**src/rtl/qos_channel_selector.sv**
```systemverilog
// QoS core of the 4-input TS redundancy switch: tracks per-channel presence and windowed
// error counts, and picks active_channel manually, by fixed priority, or by holdoff-guarded fallback.
module qos_channel_selector #(
   parameter int         SIGNAL_TIMEOUT = 27000,
   parameter logic [7:0] ERR_THRESH     = 8'd16,
   parameter int         HOLDOFF        = 1000
) (
   input  logic        clk,
   input  logic        rst,
   input  logic [3:0]  pkt_valid,
   input  logic [3:0]  pkt_err,
   input  logic        fallback_enable,
   input  logic        manual_enable,
   input  logic [1:0]  manual_channel,
   input  logic [7:0]  channel_priority,
   input  logic [19:0] reset_timer,
   input  logic        valid_config,
   output logic [1:0]  active_channel,
   output logic [3:0]  signal_present,
   output logic [7:0]  error_count_ch0,
   output logic [7:0]  error_count_ch1,
   output logic [7:0]  error_count_ch2,
   output logic [7:0]  error_count_ch3,
   output logic        switch_event
);

   localparam logic [19:0] TIMEOUT    = 20'(SIGNAL_TIMEOUT);
   localparam logic [19:0] HOLD_CYC   = 20'(HOLDOFF);
   localparam logic [0:0]  ST_LOCKED  = 1'b0;
   localparam logic [0:0]  ST_PENDING = 1'b1;

   logic        fallback_q, manual_q;
   logic [1:0]  manual_ch_q;
   logic [7:0]  prio_q;
   logic [19:0] rtimer_q;

   logic [19:0] pres_cnt_q [4];
   logic [19:0] pres_cnt_d [4];
   logic [3:0]  present_q, present_d;
   logic [7:0]  err_q [4];
   logic [7:0]  err_d [4];
   logic [19:0] win_q, win_d;
   logic        win_wrap, win_clear;

   logic [3:0]  healthy;
   logic [1:0]  cand;
   logic        cand_valid, cur_healthy;

   logic [1:0]  active_q, active_d;
   logic        switch_q, switch_d;
   logic [0:0]  state_q, state_d;
   logic [19:0] hold_q, hold_d;
   logic [1:0]  pend_q, pend_d;

   assign win_wrap  = (rtimer_q != 20'd0) && (win_q == rtimer_q - 20'd1);
   assign win_clear = valid_config || win_wrap;

   always_comb begin
      if (win_clear)
         win_d = 20'd0;
      else if (rtimer_q != 20'd0)
         win_d = win_q + 20'd1;
      else
         win_d = win_q;
   end

   // Status side: presence age, error counters (clear first, then count), health.
   always_comb begin
      present_d = '0;
      healthy   = '0;
      for (int n = 0; n < 4; n++) begin
         if (pkt_valid[n])
            pres_cnt_d[n] = 20'd0;
         else if (pres_cnt_q[n] < TIMEOUT)
            pres_cnt_d[n] = pres_cnt_q[n] + 20'd1;
         else
            pres_cnt_d[n] = pres_cnt_q[n];
         present_d[n] = (pres_cnt_d[n] < TIMEOUT);

         err_d[n] = win_clear ? 8'd0 : err_q[n];
         if (pkt_valid[n] && pkt_err[n] && (err_d[n] != 8'hFF))
            err_d[n] = err_d[n] + 8'd1;

         healthy[n] = present_q[n] && (err_q[n] < ERR_THRESH);
      end
   end

   // Walk priority from last to first so the earliest healthy entry wins.
   always_comb begin
      cand       = 2'd0;
      cand_valid = 1'b0;
      for (int i = 3; i >= 0; i--) begin
         if (healthy[prio_q[2*i +: 2]]) begin
            cand       = prio_q[2*i +: 2];
            cand_valid = 1'b1;
         end
      end
   end

   assign cur_healthy = healthy[active_q];

   always_comb begin
      active_d = active_q;
      state_d  = ST_LOCKED;
      hold_d   = hold_q;
      pend_d   = pend_q;
      if (manual_q) begin
         active_d = manual_ch_q;
      end else if (!fallback_q) begin
         active_d = prio_q[1:0];
      end else if (state_q == ST_LOCKED) begin
         if (cand_valid && (cand != active_q)) begin
            if (!cur_healthy) begin
               active_d = cand;
            end else begin
               state_d = ST_PENDING;
               hold_d  = 20'd1;
               pend_d  = cand;
            end
         end
      end else if (cand_valid && (cand == pend_q) && (cand != active_q)) begin
         if (!cur_healthy || (hold_q >= HOLD_CYC)) begin
            active_d = cand;
         end else begin
            state_d = ST_PENDING;
            hold_d  = hold_q + 20'd1;
         end
      end
      // A new configuration discards any holdoff in progress.
      if (valid_config)
         state_d = ST_LOCKED;
      switch_d = (active_d != active_q);
   end

   always_ff @(posedge clk) begin
      if (rst) begin
         fallback_q  <= 1'b0;
         manual_q    <= 1'b0;
         manual_ch_q <= 2'd0;
         prio_q      <= 8'd0;
         rtimer_q    <= 20'd0;
         for (int n = 0; n < 4; n++) begin
            pres_cnt_q[n] <= TIMEOUT;
            err_q[n]      <= 8'd0;
         end
         present_q <= 4'd0;
         win_q     <= 20'd0;
         active_q  <= 2'd0;
         switch_q  <= 1'b0;
         state_q   <= ST_LOCKED;
         hold_q    <= 20'd0;
         pend_q    <= 2'd0;
      end else begin
         if (valid_config) begin
            fallback_q  <= fallback_enable;
            manual_q    <= manual_enable;
            manual_ch_q <= manual_channel;
            prio_q      <= channel_priority;
            rtimer_q    <= reset_timer;
         end
         for (int n = 0; n < 4; n++) begin
            pres_cnt_q[n] <= pres_cnt_d[n];
            err_q[n]      <= err_d[n];
         end
         present_q <= present_d;
         win_q     <= win_d;
         active_q  <= active_d;
         switch_q  <= switch_d;
         state_q   <= state_d;
         hold_q    <= hold_d;
         pend_q    <= pend_d;
      end
   end

   assign active_channel  = active_q;
   assign signal_present  = present_q;
   assign error_count_ch0 = err_q[0];
   assign error_count_ch1 = err_q[1];
   assign error_count_ch2 = err_q[2];
   assign error_count_ch3 = err_q[3];
   assign switch_event    = switch_q;

endmodule

```
**config.mk**
```make
export PLATFORM = sky130hd
export DESIGN_NAME = qos_channel_selector
export DESIGN_NICKNAME = d
export VERILOG_FILES = /design/src/rtl/qos_channel_selector.sv
export SDC_FILE = /design/constraint.sdc
export NUM_CORES = 1
export LEC_CHECK = 0
export CORE_MARGIN = 8
export CORE_UTILIZATION = 33
export CTS_BUF_LIST = sky130_fd_sc_hd__clkbuf_8 sky130_fd_sc_hd__clkbuf_16
export DETAILED_ROUTE_END_ITERATION = 10
export SLEW_MARGIN = 25
export SYNTH_ARGS = -nofsm -noshare
export SYNTH_HDL_FRONTEND = slang
export SYNTH_SLANG_ARGS = --single-unit
```
**constraint.sdc**
```tcl
create_clock -name clk -period 10 [get_ports clk]
set_input_delay 2.5 -clock clk [delete_from_list [all_inputs] [get_ports clk]]
set_output_delay 2.5 -clock clk [all_outputs]
set_load 0.005 [all_outputs]
```
---- After elaboration in Yosys (flattened, before gate mapping) ----
Memories as Yosys holds them, arrays and structs flattened.
Index checks and enable logic that the tools add are counted.
word-level totals
  memory bits (writable) .................. 112
  latch bits .............................. 0
  output and inout bits ................... 39
  bits in registers ....................... 82
  bits in read-only memories .............. 0
  word-level logic and storage cells ...... 152
  memories kept ........................... 2
operators by class
  add/sub/neg operators ................... 11
  div/mod/pow operators ................... 0
  mux-type cells .......................... 62
  magnitude comparators ................... 18
  shift operators ......................... 0
  $mul .................................... 0
  eq/ne operators ......................... 10
  bitwise gates (word level) .............. 11
  reductions and logical operators ........ 26
memories
  name        words  width  read ports  clocked after memory_dff  write ports  RTL line  text
  pres_cnt_q  4      20     4           0                         4            37        logic [19:0] pres_cnt_q [4];
  err_q       4      8      4           0                         4            40        logic [7:0] err_q [4];
operator list
  kind                                                           number
  2-to-1 mux 20 bit                                              17
  less-than comparator 20 x 15 -> 1 bit (second input constant)  8
  adder 20 x 1 -> 20 bit (second input constant)                 6
  2-to-1 mux 8 bit                                               12
  adder 8 x 1 -> 8 bit (second input constant)                   4
  less-than comparator 8 x 5 -> 1 bit (second input constant)    4
  inequality test 8 bit (second input constant)                  4
  2-to-1 mux 2 bit                                               11
  == test 20 bit                                                 1
  >= comparator 20 x 10 -> 1 bit (second input constant)         1
  nonzero test 20 bit                                            1
  subtractor 20 x 1 -> 20 bit (second input constant)            1
  2-to-1 mux 1 bit                                               17
  logical AND 1 bit                                              16
  less-than comparator 2 x 3 -> 1 bit (second input constant)    5
  binary-select mux 1 bit (select 2 bit)                         5
  OR 1 bit                                                       8
  AND reduction 6 bit                                            1
  AND reduction 5 bit                                            1
  inequality test 2 bit                                          2
  nonzero test 2 bit                                             2
  OR reduction 4 bit                                             1
  inverter 1 bit                                                 3
  == test 2 bit                                                  1
  other kinds (5)                                                6

---- Depth between registers and ports, before layout ----
  depth after elaboration ................. 16
  depth in mapped cells ................... 18

---- Worst setup path after synthesis ----
No wires, ideal clock.
  path kind ............................... input to register
  start ................................... in valid_config
  end ..................................... mem err_q[0][6]
  buffers on the path ..................... 2
  setup time .............................. 0.128 ns
  arrival ................................. 4.287 ns
  path slack .............................. 5.585 ns
  stages on the path ...................... 10
  path through ............................ clkbuf_1 -> a31oi_1 -> clkbuf_1 -> and2_1 -> ha_1 -> and3_1 -> nand3_1 -> a21oi_1 -> xnor2_1 -> nor2_1
RTL lines
  item             RTL line  text
  start, declared  17        input logic valid_config,
  end, declared    40

==> impl_metrics.tcl <==
set metrics [dict create \
    synth_seq_area_share_pct 37.8 \
    relSlewSlack_pct 39.6 \
    dp.cells 1656 \
    crit_required_ns 10.32 \
    finalSetupViolCount 0 \
    netlist_area_sq_um 10300 \
    grt_pass1_wl_microns 43000 \
    core_area_sq_um 30600 \
    period_needed_ns 4.65 \
    wl_microns 26200 \
    dp_slack_ns 4.94 \
    vias 8829 \
    worst_pin_slew_ns 0.906 \
    synth_flop_cell "dfxtp_1" \
    p_total_uw 1750 \
    firstDrtPassIters 5 \
    yosysMostFrequentCell "dfxtp_1" \
    clock_path_buffers 2 \
    period_share_pct 46.5 \
    grt_pass1_vias 8334 \
    placed_area_sq_um 11400 \
    synth.area.top_cells "dfxtp_1 (38%), nor2_1 (6.7%), xnor2_1 (5.6%), xor2_1 (4.7%), mux2i_1 (4.2%)" \
    clock_latency_ns 0.44 \
    setup.worst_path.end_class "flop" \
    yosysTopAreaCell "dfxtp_1" \
    finClkSkew_ns 0.0100 \
    wl_per_cell_microns 15.5 \
    ys_warn_count 0 \
    antenna_found_initial 0 \
    final_antenna_net_count 0 \
    syn_area_per_cell_sq_um 8.34 \
    area_growth_pct 17.2 \
    path_max_fanout 35 \
    globalplace.congestion 0.853 \
    portBuffers 81 \
    grt_max_degree 70 \
    drc 0 \
    hold_path.class "flop to flop" \
    setup_slack_ns 5.35 \
    synth_top_area_share_pct 37.8 \
    ir_drop_uv 104 \
    fin_area_sq_um 12000 \
    synth_seq_cells 194 \
    overflow 0 \
    die-area_sq_um 37000 \
    rsz0062_at_grt "false" \
    synth-simple-area-share_pct 27.7 \
    setup_tns_ns 0 \
    cts_sinks 194 \
    cts_resized 0 \
    ys_async_sr_fraction_pct 0 \
    critPathMaxStageDelay_ns 0.79 \
    synth.distinct_cells 84 \
    startpoint_type "primary input" \
    start_util_pct 33.6 \
    synth-xor-area-share_pct 10.5 \
    p_leak_uw 0.00443 \
    synth_common_cells "dfxtp_1 (194), nor2_1 (183), nand2_1 (90)" \
    fillers 3093 \
    cp_cell_sequence "buf_2 > buf_4 > a31oi_4 > and2_1 > ha_1 > and3_1 > nand3_1 > a21oi_1 > xnor2_1 > nor2_1" \
    synth_compound_area_share_pct 14.1 \
    h-tree-depth 4 \
    drt_first_iter_violations 504 \
    antennaDiodeCount 0 \
    cts_setup_buffers 0 \
    cp.arrival_ns 4.97 \
    numCtsBuffers 17 \
    syn-instance-count 1230 \
    cts_hold_buffers 0 \
    pin_count 82 \
    maxCapViolCount 0 \
    outcome "completed" \
    synthAdderAreaFrac_pct 1.58 \
    synthMuxAreaShare_pct 4.96 \
    finalHoldViolCount 0 \
    ctsRootBufferMaster "clkbuf_16" \
    die_w_microns 192 \
    place_hpwl_microns 18700 \
    synth_top_family_by_area "simple AND/OR/NAND/NOR gates" \
    nNetsFinal 1335 \
    synth_fp_nets 1286 \
    cp_slowest_cell "a31oi_4" \
    rows 64 \
    power.density_nw_per_um2 146 \
    via_per_inst 5.23 \
    synth_edf_count 0 \
    slew_viol_final 0 \
    clkTransAtPathRegs_ns 0.07 \
    track_usage_pct 14.2 \
    worstSetupPathType "primary input to flop" \
    drive_gt1_share_pct 4.80 \
    tritoncts "built" \
    max_freq_ghz 0.215 \
    die_y_microns 192 \
    final_cells 1688 \
]
[worst paths after layout]
kind	from	end	slack [ns]	cells past startpoint
hold reg to reg	pres_cnt_q[2][16]$_SDFF_PP0_	pres_cnt_q[2][16]$_SDFF_PP0_	0.46	1
setup reg to reg	rtimer_q[11]$_SDFFE_PP0P_	err_q[0][6]$_SDFF_PP0_	5.67	13
hold / removal	pres_cnt_q[2][16]$_SDFF_PP0_	pres_cnt_q[2][16]$_SDFF_PP0_	0.46	1
setup / recovery	valid_config	err_q[0][6]$_SDFF_PP0_	5.35	10
[layout make-up]
cell class | count | area (sq um) | area share [%]
clock buffers | 17 | 425 | 3.54
multi-input cells | 949 | 6050 | 50.3
clock inverters | 15 | 211 | 1.76
flip-flops and latches | 194 | 3880 | 32.3
inverters | 31 | 116 | 0.968
repair buffers | 86 | 838 | 6.97
well taps | 396 | 495 | 4.12
[stage by stage]
stage / utilization (%) / hold WS [ns]
2_1_floorplan: - / 0.420
3_3_place_gp: 37.2 / 0.436
3_5_place_dp: 37.2 / 0.442
4_1_cts: 39.3 / 0.464
6_report: 39.3 / 0.462
5_1_grt: 39.3 / 0.478
[report_power, final]
part | internal, uW | total (uW) | switching (uW) | leakage (uW)
sequential | 795 | 830 | 35.2 | 0.00158
clock | 386 | 730 | 344 | 0.000309
combinational | 89.8 | 193 | 103 | 0.00254
total | 1270 | 1750 | 482 | 0.00443
[placed cells by master (no fill, tap or decap), types with 11 or more instances in the layout]
master,n
a211oi_1,12
a21oi_1,38
a31oi_1,13
and2_1,38
and3_1,33
clkbuf_16,17
clkdlybuf4s50_1,79
dfxtp_1,194
ha_1,13
inv_1,30
mux2i_1,43
nand2_1,90
nand3_1,49
nand4_1,24
nor2_1,183
nor3_1,33
nor4_1,11
o21ai_0,49
or3_1,12
xnor2_1,66
xor2_1,55
[flip-flops by register name, indices dropped and copies added (netlist names)]
register and flops:
active_channel 2, err_q 32, fallback_q 1, hold_q 20, manual_ch_q 2, manual_q 1
pend_q 2, pres_cnt_q 80, prio_q 8, rtimer_q 20, signal_present 4, state_q 1
switch_event 1, win_q 20
[critical path: cells and delay by family]
kind                     cells  cell delay (ns)
XOR/XNOR                     1             0.14
AO/OA/AOI/OAI                2             0.96
buffers and inverters        2             0.40
AND/OR/NAND/NOR              4             0.66
adder cells (fa/ha/maj)      1             0.28
[logic make-up after synthesis]
group,count (synthesis)
fa+ha+maj,13
compound gates,212
flops,194
mux,47
simple gates,555
xor+xnor,122
buf+inv,87
[per-layer routing]
layer	global-route usage, %	up-vias	part of all wire (%)
met5	0	-	0
met4	4.47	0	1.8
met3	3.11	25	5.0
met2	22.3	200	44
met1	19.2	4125	49
li1	-	4479	-
Note: power is estimated with default switching activity, not from simulation.
